===== src/rtl/xs3_to_bcd_deframer.sv =====
// xs3_to_bcd_deframer
// Receives excess-3 digit codes, most significant digit first, over valid/ready.
// Each code is decoded to BCD (illegal codes become 0 and are flagged).
// NDIGITS digits are packed into one word, which is presented on valid/ready.
// Optional macro XS3_BIN_EN adds out_bin, the running binary value of the word.
module xs3_to_bcd_deframer #(
  parameter int unsigned NDIGITS = 4,
  parameter int unsigned BIN_W   = 14
) (
  input  logic                   clk,
  input  logic                   rst,
  input  logic                   in_valid,
  output logic                   in_ready,
  input  logic [3:0]             in_xs3,
  output logic                   out_valid,
  input  logic                   out_ready,
  output logic [4*NDIGITS-1:0]   out_bcd,
  output logic                   out_err,
  output logic [NDIGITS-1:0]     out_err_mask
`ifdef XS3_BIN_EN
  ,
  output logic [BIN_W-1:0]       out_bin
`endif
);

  localparam int unsigned W     = 4 * NDIGITS;
  localparam int unsigned CNT_W = (NDIGITS > 1) ? $clog2(NDIGITS) : 1;
  localparam logic [CNT_W-1:0] CNT_LAST = CNT_W'(NDIGITS - 1);

  typedef enum logic {
    COLLECT = 1'b0,
    OUT     = 1'b1
  } state_t;

  state_t             state_q, state_d;
  logic [CNT_W-1:0]   cnt_q, cnt_d;
  logic [W-1:0]       bcd_q, bcd_d;
  logic [NDIGITS-1:0] mask_q, mask_d;
  logic               err_q, err_d;
`ifdef XS3_BIN_EN
  logic [BIN_W-1:0]   bin_q, bin_d;
`endif

  logic       accept;
  logic       dig_err;
  logic [3:0] dig;

  // State and data registers with synchronous reset
  always_ff @(posedge clk) begin
    if (rst) begin
      state_q <= COLLECT;
      cnt_q   <= '0;
      bcd_q   <= '0;
      mask_q  <= '0;
      err_q   <= 1'b0;
`ifdef XS3_BIN_EN
      bin_q   <= '0;
`endif
    end else begin
      state_q <= state_d;
      cnt_q   <= cnt_d;
      bcd_q   <= bcd_d;
      mask_q  <= mask_d;
      err_q   <= err_d;
`ifdef XS3_BIN_EN
      bin_q   <= bin_d;
`endif
    end
  end

  // Next-state: decode the incoming code, shift it into the word, advance the FSM
  always_comb begin
    dig_err = (in_xs3 < 4'd3) || (in_xs3 > 4'd12);
    dig     = dig_err ? 4'd0 : (in_xs3 - 4'd3);
    accept  = in_valid && (state_q == COLLECT);

    state_d = state_q;
    cnt_d   = cnt_q;
    bcd_d   = bcd_q;
    mask_d  = mask_q;
    err_d   = err_q;
`ifdef XS3_BIN_EN
    bin_d   = bin_q;
`endif

    unique case (state_q)
      COLLECT: begin
        if (accept) begin
          bcd_d  = (bcd_q << 4) | W'(dig);
          mask_d = (mask_q << 1) | NDIGITS'(dig_err);
          // Error flag registered alongside the mask so it is stable in OUT
          err_d  = |mask_d;
`ifdef XS3_BIN_EN
          bin_d  = (cnt_q == '0) ? BIN_W'(dig)
                                 : (bin_q * BIN_W'(10) + BIN_W'(dig));
`endif
          if (cnt_q == CNT_LAST) begin
            cnt_d   = '0;
            state_d = OUT;
          end else begin
            cnt_d   = cnt_q + CNT_W'(1);
          end
        end
      end
      OUT: begin
        if (out_ready) state_d = COLLECT;
      end
      default: state_d = COLLECT;
    endcase
  end

  // Outputs: handshake flags from state, data straight from registers
  always_comb begin
    in_ready     = (state_q == COLLECT);
    out_valid    = (state_q == OUT);
    out_bcd      = bcd_q;
    out_err_mask = mask_q;
    out_err      = err_q;
`ifdef XS3_BIN_EN
    out_bin      = bin_q;
`endif
  end

endmodule


===== config.mk =====
export PLATFORM = sky130hd
export DESIGN_NAME = xs3_to_bcd_deframer
export DESIGN_NICKNAME = d
export VERILOG_FILES = /design/src/rtl/xs3_to_bcd_deframer.sv
export SDC_FILE = /design/constraint.sdc
export NUM_CORES = 1
export LEC_CHECK = 0
export CAP_MARGIN = 15
export CORE_AREA = 2 2 49 51
export DETAILED_ROUTE_END_ITERATION = 6
export DIE_AREA = 0 0 51 53
export GPL_ROUTABILITY_DRIVEN = 0
export MAX_ROUTING_LAYER = met4
export PLACE_DENSITY = 0.79
export RECOVER_POWER = 50
export SKIP_LAST_GASP = 1
export SLEW_MARGIN = 20
export SYNTH_ARGS = -nofsm -noshare
export SYNTH_HDL_FRONTEND = slang
export SYNTH_SLANG_ARGS = --single-unit
export TNS_END_PERCENT = 10

===== constraint.sdc =====
create_clock -name clk -period 3.43 [get_ports clk]
set_clock_uncertainty 0.2 [all_clocks]
set_input_delay 1.029 -clock clk [delete_from_list [all_inputs] [get_ports clk]]
set_output_delay 1.029 -clock clk [all_outputs]
set_load 0.01 [all_outputs]

==> results of run 1 <==
-- layout make-up --
cell class / count / share of cell area, %
timing repair buffer: 32 / 23.5
sequential: 24 / 36.2
clock inverter: 1 / 2.26
clock buffer: 3 / 1.70
tap: 28 / 2.64
inverter: 3 / 0.849
multi-input combinational: 83 / 32.8
-- registers in the layout, summed over array words and instances, names as in the netlist --
name	cells
out_err	1
out_bcd	16
out_valid	1
cnt_q	2
out_err_mask	4
-- Yosys cell counts (2+ instances only) --
cell type / number
a21oi_1: 19
buf_2: 4
clkbuf_1: 3
dfxtp_1: 24
ha_1: 3
inv_1: 3
nand2_1: 37
nand4_1: 3
nor2_1: 5
nor2b_1: 2
-- power breakdown --
group	internal (mW)	switching [mW]
logic	0.0335	0.0345
registers	0.288	0.00721
clock network	0.118	0.0842
-- worst paths after layout --
| check | startpoint | end | cells past startpoint |
|---|---|---|---|
| max | in_valid | out_bcd[7]$_SDFFE_PP0P_ | 5 |
| min | out_bcd[12]$_SDFFE_PP0P_ | out_bcd[12]$_SDFFE_PP0P_ | 2 |
| max reg2reg | out_valid$_SDFF_PP0_ | out_bcd[7]$_SDFFE_PP0P_ | 4 |
| min reg2reg | out_bcd[12]$_SDFFE_PP0P_ | out_bcd[12]$_SDFFE_PP0P_ | 2 |
-- critical path: stages --
cell	delay, ns
dlygate4sd3_1	0.57
nand2b_1	0.38
clkbuf_1	0.38
nand2_1	0.12
a21oi_1	0.14
-- per-stage QoR --
step / setup WS, ns / instances / hold WS [ns] / power [mW]
4_1_cts: 0.917 / 174 / 0.271 / 0.569
6_report: 0.838 / 174 / 0.268 / 0.566
3_3_place_gp: 0.736 / 170 / 0.242 / 0.370
2_1_floorplan: 1.24 / 117 / 0.240 / 0.339
5_1_grt: 0.712 / 174 / 0.296 / 0.585
3_5_place_dp: 0.680 / 170 / 0.253 / 0.372
-- kinds of logic (layout without fill, tap and decap cells) --
logic type | after synthesis | in the layout | share of synthesized area [%]
AND/OR/NAND/NOR | 54 | 54 | 25.5
AO/OA/AOI/OAI | 24 | 24 | 14.4
flip-flops | 24 | 24 | 49.9
buffers and inverters | 10 | 39 | 4.42
adder cells (fa/ha/maj) | 3 | 3 | 3.90
XOR/XNOR | 1 | 1 | 0.909
multiplexers | 1 | 1 | 1.04
-- metal layers --
metal | part of all wire [%] | vias up | routed length (um) | GRT usage (%)
li1 | - | 447 | - | -
met1 | 43 | 393 | 873 | 17.0
met2 | 51 | 29 | 1040 | 31.0
met3 | 4.6 | 2 | 94 | 2.26
met4 | 0.84 | 0 | 17 | 6.76
met5 | 0 | - | 0 | -
==> impl_metrics.csv, run 1 <==
group,metric,value,unit
sta,fmax,386,MHz
floorplan,die_area,2700,um^2
clock_network,path_clk_slew,0.14,ns
sta,tns,0,ns
sta,period_minus_slack,2.59,ns
sta,fin_crit_sh,75.6,%
sta,final-hold-violation-count,0,
clock_network,post_cts_buffers,0,
logic_synthesis,synthTopCellsByArea,"dfxtp_1 (50%), nand2_1 (14%), a21oi_1 (9.9%)",
power_and_ir_drop,ir_drop,0.223,mV
layout,ff_latch_area,480,um^2
logic_synthesis,synth_top_area_share,49.9,%
layout,multiInputGateArea,435,um^2
logic_synthesis,syn_area_per_cell,8.23,um^2
floorplan,io_pins,31,
clock_network,cts-resized-gates,0,
logic_synthesis,yosysWarnings,0,
sta,tightest_slew,0.873,ns
power_and_ir_drop,leakage,0.475,nW
layout,layout_commonest_cell,"nand2_1",
worst_hold_path,hold_path_class,"reg2reg",
routing,wl_per_cell,11.6,um
logic_synthesis,ys_types,24,
routing,via_per_inst,5.01,
run_status,status,"finished clean",
global_routing,overflow,0,
logic_synthesis,synth-edff-count,0,
place,placed_area,1280,um^2
layout,area_growth,37.7,%
layout,final_cell_mix,"nand2_1 (37), clkdlybuf4s50_1 (27), dfxtp_1 (24), a21oi_1 (19), nor2_1 (5)",
clock_network,ctsRootBufferMaster,"clkbuf_4",
floorplan,initial_core_util,44.8,%
worst_setup_path,worstPathArrival,2.63,ns
clock_network,clkLatencyLatePin,0.31,ns
floorplan,fp.dieH,53,um
routing,dr.first_iter.drc_count,7,
logic_synthesis,ys_seq_area_share,49.9,%
layout,nFillCells,186,
worst_setup_path,end_kind,"flip-flop",
global_routing,grt_pass1_wl,3270,um
sta,slew_viol_final,0,
global_routing,grt_max_degree,25,
clock_network,htree_levels,1,
layout,final_util,61.7,%
sta,rsz0062_at_grt,"false",
clock_network,cts_buffers,3,
routing,vias,871,
worst_setup_path,start_kind,"input pin",
clock_network,cts_tree,"done",
logic_synthesis,synthCells,117,
routing,route.final.wire_length,2020,um
clock_network,hold_buffers,0,
sta,finalSetupViolCount,0,
logic_synthesis,ys_ff_latch,24,
logic_synthesis,async_flop_share,0,%
run,drv_cap,0,
worst_setup_path,reg2reg_slack,1.68,ns
routing,drcViolationCount,0,
layout,nets,158,
floorplan,core,2150,um^2
power_and_ir_drop,powerDensity,427,nW/um^2
routing,dr.pass1.iters,4,
place,io_buffers,30,
place,hpwlAfterDp,1440,um
sta,relSlewSlack,41.6,%
floorplan,rows,17,
logic_synthesis,syn_nets,128,
logic_synthesis,synthesis.area,963,um^2
routing,drtAntennaViolNets,0,
layout,fin_area,1330,um^2
worst_setup_path,critical_path_class,"in2reg",
layout,diodes,0,
global_routing,antenna_found_initial,0,
layout,drive_gt1_share,5.48,%
global_routing,grt_util_all_layers,16.3,%
logic_synthesis,yosys.area.top_type,"dfxtp_1",
floorplan,die_width,51,um
worst_setup_path,crit_path_max_fanout,13,
worst_setup_path,crit_required,3.47,ns
global_routing,grt_pass1_vias,813,
clock_network,cts.path.max_buffers,2,
clock_network,clkSinkCount,24,
logic_synthesis,synth_ff_type,"dfxtp_1",
No activity file was read; power rests on OpenSTA's default activity.
==> run 2, diff against run 1 <==
--- a/config.mk
+++ b/config.mk
@@ -6,12 +6,12 @@
 export NUM_CORES = 1
 export LEC_CHECK = 0
 export CAP_MARGIN = 15
-export CORE_AREA = 2 2 49 51
+export CORE_AREA = 2 2 53 55
 export DETAILED_ROUTE_END_ITERATION = 6
-export DIE_AREA = 0 0 51 53
+export DIE_AREA = 0 0 55 57
 export GPL_ROUTABILITY_DRIVEN = 0
 export MAX_ROUTING_LAYER = met4
-export PLACE_DENSITY = 0.79
+export PLACE_DENSITY = 0.71
 export RECOVER_POWER = 50
 export SKIP_LAST_GASP = 1
 export SLEW_MARGIN = 20
==> constraint.sdc (replaced) <==
create_clock -name clk -period 2.15 [get_ports clk]
set_clock_uncertainty 0.2 [all_clocks]
set_input_delay 0.645 -clock clk [delete_from_list [all_inputs] [get_ports clk]]
set_output_delay 0.645 -clock clk [all_outputs]
set_load 0.01 [all_outputs]
==> impl_metrics.csv, run 2 (same netlist as run 1, synthesis figures left out) <==
group,metric,value,unit
power_and_ir_drop,leakage,0.518,nW
worst_setup_path,start_kind,"flip-flop",
clock_network,cts.path.max_buffers,2,
global_routing,grt_max_degree,25,
routing,drcViolationCount,0,
worst_setup_path,crit_required,1.30,ns
routing,vias,890,
layout,area_growth,45.1,%
layout,drive_gt1_share,12.3,%
floorplan,initial_core_util,36.8,%
clock_network,cts_tree,"done",
sta,relSlewSlack,82.9,%
layout,final_util,53.4,%
worst_setup_path,reg2reg_slack,0.72,ns
clock_network,cts-resized-gates,0,
layout,fin_cells,186,
worst_hold_path,min_path_cells,2,
routing,wl_per_cell,10.6,um
clock_network,post_cts_buffers,0,
worst_hold_path,hold_end,"out_bcd[12]$_SDFFE_PP0P_",
sta,fmax,472,MHz
floorplan,core,2620,um^2
routing,drtAntennaViolNets,0,
clock_network,clkLatencyLatePin,0.30,ns
place,hpwlAfterDp,1530,um
sta,period_minus_slack,2.12,ns
layout,layout_commonest_cell,"nand2_1",
global_routing,grt_pass1_vias,809,
sta,rsz0062_at_grt,"true",
worst_setup_path,end_kind,"primary output",
sta,slew_viol_final,0,
clock_network,path_clk_slew,0.12,ns
place,dpl_worst_slack,-0.193,ns
worst_hold_path,min_from,"out_bcd[12]$_SDFFE_PP0P_",
global_routing,overflow,0,
run_status,status,"finished clean",
run,drv_cap,0,
floorplan,io_pins,31,
floorplan,die_area,3140,um^2
sta,tightest_slew,0.257,ns
worst_setup_path,r2r_cells,5,
sta,tns,0,ns
layout,largest_register_ffs,16,
sta,worst_slack,0.0315,ns
power_and_ir_drop,ir_drop,0.572,mV
sta,final-hold-violation-count,0,
global_routing,antenna_found_initial,0,
global_routing,grt_pass1_wl,3460,um
worst_setup_path,crit_path_max_fanout,5,
worst_setup_path,worstPathArrival,1.27,ns
layout,final_cell_mix,"nand2_1 (37), clkdlybuf4s50_1 (28), dfxtp_1 (24), a21oi_1 (19), buf_4 (7)",
layout,nets,167,
clock_network,htree_levels,1,
sta,fin_crit_sh,98.5,%
clock_network,clkSinkCount,24,
worst_hold_path,hold_path_class,"reg2reg",
floorplan,die_width,55,um
clock_network,hold_buffers,0,
layout,ff_latch_area,480,um^2
global_routing,grt_util_all_layers,15.0,%
routing,dr.pass1.iters,5,
place,io_buffers,30,
floorplan,fp.dieH,57,um
routing,dr.first_iter.drc_count,11,
worst_setup_path,critical_path_class,"reg2out",
floorplan,rows,19,
sta,finalSetupViolCount,0,
clock_network,cts_buffers,3,
worst_setup_path,r2r-end,"out_bcd[8]$_SDFFE_PP0P_",
routing,via_per_inst,4.78,
worst_setup_path,timing.rr.start,"out_valid$_SDFF_PP0_",
place,placed_cells,182,
power_and_ir_drop,powerDensity,589,nW/um^2
layout,multiInputGateArea,440,um^2
layout,diodes,0,
routing,route.final.wire_length,1980,um
layout,nFillCells,255,
clock_network,ctsRootBufferMaster,"clkbuf_4",
sta,whs,0.262,ns
## run 2: area by class of cell
cell class,instances,area share [%]
repair buffers,41,27.9
flip-flops and latches,24,34.4
inverters,3,0.806
multi-input cells,83,31.5
clock buffers,4,2.60
well taps,31,2.78
## run 2: how the worst max path moves through the flow
| stage | start | endpoint | depth (start not counted) |
|---|---|---|---|
| 2_1_floorplan | in_xs3[0] | out_err$_SDFFE_PP0P_ | 4 |
| 3_3_place_gp | in_xs3[0] | out_err$_SDFFE_PP0P_ | 5 |
| 3_5_place_dp | in_xs3[0] | out_err$_SDFFE_PP0P_ | 5 |
| 4_1_cts | out_valid$_SDFF_PP0_ | in_ready | 2 |
| 5_1_grt | out_valid$_SDFF_PP0_ | in_ready | 2 |
| 6_report | out_valid$_SDFF_PP0_ | in_ready | 2 |
## run 2: where the power goes
part           switching [mW]  leakage, nW  internal, mW
sequential             0.0118        0.195         0.460
combinational          0.0569        0.302        0.0674
clock                   0.124       0.0210         0.103
total                   0.193        0.518         0.631
## run 2: through the flow
| step | total power, mW | cell area, um^2 |
|---|---|---|
| global route | 0.866 | 1400 |
| global placement | 0.606 | 1370 |
| detailed placement | 0.610 | 1370 |
| CTS | 0.837 | 1400 |
| floorplan | 0.541 | 963 |
| finish | 0.824 | 1400 |
## run 2: critical path: stages, from the launching register on
cell,delay [ns]
dfxtp_1,0.36
inv_1,0.07
clkdlybuf4s50_1,0.54
## run 2: routing by layer
layer	GRT usage [%]	wire length, um	vias to the layer above	part of all wire [%]
met2	22.8	1010	17	51
met3	3.93	71	4	3.6
met1	20.0	872	401	44
met4	3.14	17	0	0.86
li1	-	-	468	-
met5	-	0	-	0
